===== src/rtl/uart_rx_if.sv =====
// uart_rx_if: byte-side and serial-side signals of the UART receiver.
// The slave modport is the receiver's view. The master modport is the view of
// whatever drives the RX line and consumes the received bytes.
interface uart_rx_if;
  logic       rx;
  logic [7:0] dout;
  logic       valid;
  logic       busy;
  logic       frame_err;

  modport master (output rx, input dout, valid, busy, frame_err);
  modport slave  (input rx, output dout, valid, busy, frame_err);
endinterface


===== src/rtl/uart_rx.sv =====
// uart_rx: 8N1 serial receiver. It samples each bit at mid-bit from a baud
// down-counter and emits every received byte as a one-cycle valid strobe.
// Optional feature macro: UART_RX_FRAME_CHECK_EN. When defined, a low stop bit
// raises frame_err instead of delivering the byte. The FSM then waits in
// WAIT_HIGH until the line returns high.
module uart_rx #(
  parameter int CLK_FREQ = 25_000_000,
  parameter int BAUD     = 9600
) (
  input  logic     clk,
  input  logic     rst,
  uart_rx_if.slave bus
);

  localparam int          CLOCKS_PER_BAUD = CLK_FREQ / BAUD;
  localparam int          HALF_BAUD       = CLOCKS_PER_BAUD / 2;
  localparam logic [31:0] FULL_LOAD       = 32'(CLOCKS_PER_BAUD - 1);
  localparam logic [31:0] HALF_LOAD       = 32'(HALF_BAUD - 1);

  typedef enum logic [2:0] {
    IDLE,
    START,
    DATA,
    STOP
`ifdef UART_RX_FRAME_CHECK_EN
    , WAIT_HIGH
`endif
  } state_t;

  state_t      state, state_next;
  logic        rx_meta, rx_s;
  logic [31:0] cnt;
  logic [2:0]  bit_cnt;
  logic [7:0]  shreg;
  logic [7:0]  dout_q;
  logic        valid_q;
  logic        sample;
  logic        load_half, load_full, clr_bits, shift, deliver;
`ifdef UART_RX_FRAME_CHECK_EN
  logic        flag_err;
  logic        frame_err_q;
`endif

  assign sample = (cnt == 32'd0);

  // Two-flop synchronizer on the asynchronous RX pin; idles high.
  always_ff @(posedge clk) begin
    if (rst) begin
      rx_meta <= 1'b1;
      rx_s    <= 1'b1;
    end else begin
      // NOTE: non-blocking so rx_s takes last cycle's rx_meta; blocking here would collapse the two flops into one.
      rx_meta <= bus.rx;
      rx_s    <= rx_meta;
    end
  end

  // FSM state register.
  always_ff @(posedge clk) begin
    if (rst) state <= IDLE;
    else     state <= state_next;
  end

  // Next-state and datapath control decode.
  always_comb begin
    // NOTE: every output of this block gets a default first, so no path can leave one unassigned and infer a latch.
    state_next = state;
    load_half  = 1'b0;
    load_full  = 1'b0;
    clr_bits   = 1'b0;
    shift      = 1'b0;
    deliver    = 1'b0;
`ifdef UART_RX_FRAME_CHECK_EN
    flag_err   = 1'b0;
`endif
    case (state)
      IDLE: begin
        if (!rx_s) begin
          state_next = START;
          load_half  = 1'b1;
        end
      end
      START: begin
        if (sample) begin
          if (!rx_s) begin
            state_next = DATA;
            load_full  = 1'b1;
            clr_bits   = 1'b1;
          end else begin
            state_next = IDLE;
          end
        end
      end
      DATA: begin
        if (sample) begin
          shift     = 1'b1;
          load_full = 1'b1;
          if (bit_cnt == 3'd7) state_next = STOP;
        end
      end
      STOP: begin
        if (sample) begin
          if (rx_s) begin
            deliver    = 1'b1;
            state_next = IDLE;
          end else begin
`ifdef UART_RX_FRAME_CHECK_EN
            flag_err   = 1'b1;
            state_next = WAIT_HIGH;
`else
            deliver    = 1'b1;
            state_next = IDLE;
`endif
          end
        end
      end
`ifdef UART_RX_FRAME_CHECK_EN
      WAIT_HIGH: begin
        if (rx_s) state_next = IDLE;
      end
`endif
      default: state_next = IDLE;
    endcase
  end

  // Baud counter, bit counter and output registers.
  always_ff @(posedge clk) begin
    if (rst) begin
      cnt     <= 32'd0;
      bit_cnt <= 3'd0;
      dout_q  <= 8'h00;
      valid_q <= 1'b0;
    end else begin
      if (load_half)          cnt <= HALF_LOAD;
      else if (load_full)     cnt <= FULL_LOAD;
      else if (state != IDLE) cnt <= cnt - 32'd1;

      if (clr_bits)   bit_cnt <= 3'd0;
      else if (shift) bit_cnt <= bit_cnt + 3'd1;

      if (deliver) dout_q <= shreg;
      valid_q <= deliver;
    end
  end

  // Receive shift register: LSB arrives first, so new bits enter at the top.
  always_ff @(posedge clk) begin
    // NOTE: shreg is not reset; it only reaches dout after eight fresh shifts, so stale contents are never visible.
    if (shift) shreg <= {rx_s, shreg[7:1]};
  end

`ifdef UART_RX_FRAME_CHECK_EN
  // One-cycle framing-error strobe.
  always_ff @(posedge clk) begin
    if (rst) frame_err_q <= 1'b0;
    else     frame_err_q <= flag_err;
  end
  assign bus.frame_err = frame_err_q;
`else
  assign bus.frame_err = 1'b0;
`endif

  assign bus.dout  = dout_q;
  assign bus.valid = valid_q;
  assign bus.busy  = (state != IDLE);

endmodule


===== src/flat_wrapper.sv =====
// flat-port wrapper written by rule: the top's interface ports become plain ports
module uart_rx_flat 
#(
  parameter int CLK_FREQ = 25_000_000,
  parameter int BAUD     = 9600
)
  (clk, rst, bus_rx, bus_dout, bus_valid, bus_busy, bus_frame_err);
  uart_rx_if bus_i ();
  input  logic clk;
  input  logic rst;
  input wire logic [$bits(bus_i.rx)-1:0] bus_rx;
  output wire logic [$bits(bus_i.dout)-1:0] bus_dout;
  output wire logic [$bits(bus_i.valid)-1:0] bus_valid;
  output wire logic [$bits(bus_i.busy)-1:0] bus_busy;
  output wire logic [$bits(bus_i.frame_err)-1:0] bus_frame_err;
  assign bus_i.rx = bus_rx;
  assign bus_dout = bus_i.dout;
  assign bus_valid = bus_i.valid;
  assign bus_busy = bus_i.busy;
  assign bus_frame_err = bus_i.frame_err;
  uart_rx #(.CLK_FREQ(CLK_FREQ), .BAUD(BAUD)) u_core (.clk(clk), .rst(rst), .bus(bus_i));
endmodule

===== config.mk =====
export PLATFORM = sky130hd
export DESIGN_NAME = uart_rx_flat
export DESIGN_NICKNAME = d
export VERILOG_FILES = /design/src/rtl/uart_rx_if.sv /design/src/rtl/uart_rx.sv /design/src/flat_wrapper.sv
export SDC_FILE = /design/constraint.sdc
export NUM_CORES = 1
export LEC_CHECK = 0
export BUFFER_PORTS_ARGS = -buffer_cell sky130_fd_sc_hd__buf_4
export CAP_MARGIN = 20
export CORE_UTILIZATION = 30
export DETAILED_ROUTE_END_ITERATION = 7
export MAX_ROUTING_LAYER = met4
export PLACE_DENSITY = 0.42
export SLEW_MARGIN = 20
export SYNTH_ARGS = -nofsm -noshare
export SYNTH_HDL_FRONTEND = slang
export SYNTH_SLANG_ARGS = --single-unit

===== constraint.sdc =====
create_clock -name clk -period 3.2 [get_ports clk]
set_input_delay 0.48 -clock clk [delete_from_list [all_inputs] [get_ports clk]]
set_output_delay 0.48 -clock clk [all_outputs]
set_load 0.05 [all_outputs]

=== Yosys cells after proc, flatten, opt, wreduce, memory -nomap -nowiden ===
Index checks and enable logic that the tools add are counted.

* Flip-flop bits (word level): 57
* Input port bits: 3
* Output and inout port bits: 11

* Add/sub/neg operators: 2
* Eq/ne operators: 9
* Multiplexer cells: 18
* Reduce and logical (&&, ||, !) cells: 9

{| class="wikitable"
|+ Operators with widths
! kind !! number
|-
| $logic_not A32 Y1 || 1
|-
| $sub A32 B1 Y32 const B || 1
|-
| $mux W12 || 2
|-
| $mux W3 || 5
|-
| $pmux W3 S4 || 1
|-
| $mux W11 || 1
|-
| $ne A2 B1 Y1 const B || 4
|-
| $mux W1 || 7
|-
| $eq A3 B2 Y1 const B || 2
|-
| $reduce_bool A3 Y1 || 2
|-
| $reduce_and A5 Y1 || 1
|-
| $reduce_or A2 Y1 || 2
|-
| $add A3 B1 Y3 const B || 1
|-
| $eq A3 B1 Y1 const B || 1
|-
| $eq A3 B3 Y1 const B || 1
|-
| $logic_not A3 Y1 || 1
|-
| $reduce_or A3 Y1 || 1
|-
| $mux W2 || 1
|-
| $ne A2 B2 Y1 const B || 1
|-
| $pmux W1 S2 || 1
|-
| $reduce_bool A2 Y1 || 1
|}

=== Depth between registers and ports, before layout ===
* Word-level depth: 5
* Gate-level depth with buffers: 10

=== Worst setup path before layout ===
OpenSTA, ideal clock, no wires.

* Kind: flip-flop to flip-flop
* Start point: register u_core.cnt[22]
* End point: register u_core.shreg[0], enable pin
* Setup time: 332 ps
* Arrival time: 2080 ps
* Required time: 2868 ps
* Path slack: 789 ps
* Cell stages (with the launch flop): 6
* Path buffers: 1
* Period minus slack after synthesis: 2411 ps
* Cells stage by stage: dfxtp_1 -> or4_4 -> nand2b_4 -> nor4_1 -> clkbuf_1 -> and2_1

* Cells in the longest elaborated chain, start to end: 3

{| class="wikitable"
|+ Ends and longest elaborated chain
! element !! RTL line !! text
|-
| start, declared || uart_rx.sv:32 || <nowiki>logic [31:0] cnt;</nowiki>
|-
| start signal, assigned || uart_rx.sv:136 || <nowiki>else if (state != IDLE) cnt <= cnt - 32'd1;</nowiki>
|-
| $logic_not A32 Y1 || uart_rx.sv:44 || <nowiki>assign sample = (cnt == 32'd0);</nowiki>
|-
| $mux W1 || uart_rx.sv:95 || <nowiki>if (sample) begin</nowiki>
|-
| $mux W1 || uart_rx.sv:76 || <nowiki>case (state)</nowiki>
|-
| end signal, assigned || uart_rx.sv:149 || <nowiki>if (shift) shreg <= {rx_s, shreg[7:1]};</nowiki>
|-
| end, declared || uart_rx.sv:34 || <nowiki>logic [7:0] shreg;</nowiki>
|}

No other way between the ends.
A chain may end at the register's enable or synchronous reset.

=== Worst setup path after layout ===
* Start point: register u_core.cnt[15]
* End point: register u_core.state[1]

* Cells in the longest elaborated chain, start to end: 3
* Elaborated cells on any way between the ends: 5
* Classes of those cells: 3 x eq/ne; 2 x reduce/logical

{| class="wikitable"
|+ Ends and longest elaborated chain
! element !! RTL line !! text
|-
| $logic_not A32 Y1 * || uart_rx.sv:44 ||
|-
| $ne A2 B1 Y1 (no line) || - ||
|-
| $reduce_and A5 Y1 (no line) * || - ||
|-
| end signal, assigned || uart_rx.sv:61 || <nowiki>else state <= state_next;</nowiki>
|-
| end, declared || uart_rx.sv:30 || <nowiki>state_t state, state_next;</nowiki>
|}

Every way passes the cells marked *; elsewhere a longest branch is shown, timed or not.

==> flow_metrics.py <==
metrics = {
    "hold_path": {
        "hold_start": "bus_rx",
        "holdPathStages": 2,
        "hp-class": "input pin to register",
    },
    "detailed_routing": {
        "dr_total_vias": 2072,
        "drc": 0,
        "wl_per_cell_um": 14.2,
        "vias_per_cell": 5.08,
        "detail-route-antenna-nets": 0,
        "wl_um": 5780,
        "drt_iter0_markers": 67,
        "dr.pass1.iters": 4,
    },
    "layout": {
        "drive_gt1_share_pct": 12.9,
        "final_common_cell": "dfxtp_1",
        "antennaDiodeCount": 0,
        "final_nets": 314,
        "fill_cells": 901,
        "ff_latch_area_mm2": 0.00120,
        "multi_input_comb_area_mm2": 0.00134,
        "mostFrequentLayoutCells": "dfxtp_1 (48), nor2_1 (33), a21oi_1 (28), buf_4 (19), o21ai_0 (18)",
        "area_growth_syn_to_layout_pct": 11.8,
    },
    "grt": {
        "globalRouteTotalUtil_pct": 14.3,
        "grt-ovfl-total": 0,
        "grt_pass1_wl_um": 9730,
        "antenna_found_initial": 0,
        "grt_pass1_vias": 1929,
        "grt_max_degree": 24,
    },
    "sta": {
        "setup_viol": 0,
        "fmax_mhz": 393,
        "timing.hold.ws_ns": 0.334,
        "fin_tns_setup_ns": 0,
        "final_max_slew_viol_count": 0,
        "rsz0062_at_grt": "no",
        "clock_skew_ns": 0.00715,
        "period_share_pct": 79.5,
        "maxSlewHeadroom_pct": 61.0,
        "period_minus_slack_ns": 2.54,
        "setup_ws_ns": 0.657,
        "finalHoldViolations": 0,
        "tightest_slew_ns": 0.585,
    },
    "yosys": {
        "yosysSeqAreaShare_pct": 45.8,
        "synthFlopType": "dfxtp_1",
        "syn_avg_cell_area_um2": 8.98,
        "synth_cell_types": 45,
        "synth-seq-cells": 56,
        "synth_edf_count": 8,
        "syn_nets": 304,
        "synthCells": 292,
        "synth_area_mm2": 0.00262,
        "yosysTopAreaCellShare_pct": 36.7,
        "ys_top_cells_by_area": "dfxtp_1 (37%), edfxtp_1 (9.2%), a21oi_1 (5.3%), nor2_1 (4.7%), xnor2_1 (4.3%)",
        "netlist.top_cell.by_area": "dfxtp_1",
        "yosys_warnings": 0,
        "ys_async_sr_fraction_pct": 0,
    },
    "power": {
        "power.total_mw": 2.87,
        "p_per_area_mw_per_mm2": 980,
        "p_leak_nw": 1.08,
        "max-vdd-ir-drop_mv": 0.295,
    },
    "die": {
        "die_area_mm2": 0.00912,
        "coreArea_mm2": 0.00834,
        "start_util_pct": 31.4,
        "die_h_um": 95.5,
        "core.rowCount": 33,
        "io_pins": 14,
        "die_x_um": 95.5,
    },
    "setup_path": {
        "r2r_slack_ns": 0.66,
        "cp-start-kind": "register",
        "path_max_fanout": 13,
        "worstPathRequired_ns": 3.46,
        "setup.worst_path.start": "u_core.cnt[15]$_SDFFE_PP0N_",
        "crit_arrival_ns": 2.80,
        "slowest_stage": "or4_4",
        "end_kind": "register",
        "path_cells": "nor4_4 > nand2_1 > or4_4 > or4_1 > a31oi_1",
        "reg2reg_from": "u_core.cnt[15]$_SDFFE_PP0N_",
        "cpPeakStageDelay_ns": 0.69,
        "reg2reg_depth": 5,
        "setup.worst_path.class": "register to register",
    },
    "clock_tree": {
        "cts.sinks": 56,
        "h-tree-depth": 2,
        "numCtsBuffers": 5,
        "tritoncts": "yes",
        "cts-resized-gates": 0,
        "cts_setup_buffers": 0,
        "clk_latency_ns": 0.32,
        "cts_hold_buf": 0,
        "cts_buffer_depth": 2,
        "cts-root-buf": "clkbuf_8",
        "cts.reportedPaths.clkPinSlew_ns": 0.11,
    },
    "status": {
        "status": "finished clean",
    },
    "placement": {
        "portBuffers": 12,
        "post-dp-hpwl_um": 3990,
        "dp_slack_ns": 0.666,
        "gp_congestion": 0.728,
    },
    "run": {
        "cap_violations": 0,
    },
}
-- metal layers --
layer  routed length [um]  track usage (%)  part of all wire [%]  vias to the layer above
met4                   73             4.48                   1.3                        0
met5                    0                -                     0                        -
met3                  160             2.87                   2.8                        6
li1                     -                -                     -                     1063
met2                 2710             22.3                    47                       24
met1                 2840             18.5                    49                      979
-- metrics by stage --
| stage | instance area [um2] | util (%) | instances |
|---|---|---|---|
| floorplan | 2620 | - | 292 |
| global placement | 2840 | 34.0 | 400 |
| detailed placement | 2840 | 34.0 | 400 |
| CTS | 2930 | 35.1 | 408 |
| global route | 2930 | 35.1 | 408 |
| finish | 2930 | 35.1 | 408 |
-- logic make-up (layout without fill, tap and decap cells) --
family          after synthesis  after routing  share of synthesized area (%)
simple gates                120            120                           25.8
compound gates               64             64                           13.8
flops                        56             56                           45.8
buf+inv                      22             33                           3.39
xor+xnor                     20             20                           6.68
fa+ha+maj                     9              9                           4.30
other cells                   1              1                          0.143
-- power by group --
group / leakage, nW / internal (mW) / switching (mW)
clock network: 0.0491 / 0.162 / 0.260
logic: 0.570 / 0.580 / 0.924
registers: 0.461 / 0.827 / 0.120
-- critical path, delay by kind of cell, from the launching register on --
| kind | cells | cell delay [ns] |
|---|---|---|
| compound gates | 1 | 0.17 |
| flops | 1 | 0.38 |
| simple gates | 4 | 1.95 |
-- registers in the layout, summed over array words and instances, names as in the netlist --
signal,count
u_core.bus.valid,1
u_core.rx_s,1
u_core.cnt,32
u_core.bus.dout,8
u_core.bit_cnt,3
u_core.shreg,8
u_core.rx_meta,1
u_core.state,2
-- worst paths after layout --
path	to
worst min register to register	u_core.rx_s$_SDFF_PP1_
worst max-delay path	u_core.state[1]$_SDFFE_PP0P_
worst max register to register	u_core.state[1]$_SDFFE_PP0P_
worst min-delay path	u_core.rx_meta$_SDFF_PP1_
-- layout make-up --
cell class | count | share of cell area, %
clock buffer | 5 | 2.35
tap | 105 | 4.48
multi-input combinational | 214 | 45.6
inverter | 6 | 0.769
sequential | 56 | 41.0
clock inverter | 3 | 0.897
timing repair buffer | 19 | 4.87
-- Yosys cell counts, types with 2 or more instances --
library cell / number
o21bai_1: 6
a21oi_1: 28
dfxtp_1: 48
nor2b_1: 3
nand3_1: 11
or4_1: 4
xnor2_1: 13
or4_4: 2
nand4b_1: 3
nor3_1: 13
o22ai_1: 3
buf_2: 2
nand2_1: 11
nand2b_1: 2
or2_2: 5
edfxtp_1: 8
or3_1: 6
and4_1: 2
a31oi_1: 2
xor2_1: 7
nor3b_1: 2
nand4_1: 3
o21ai_0: 18
clkbuf_1: 12
inv_1: 6
nor2_1: 33
ha_1: 9
o21a_1: 2
nor4_1: 12
Power figures use the tool's default switching activity.
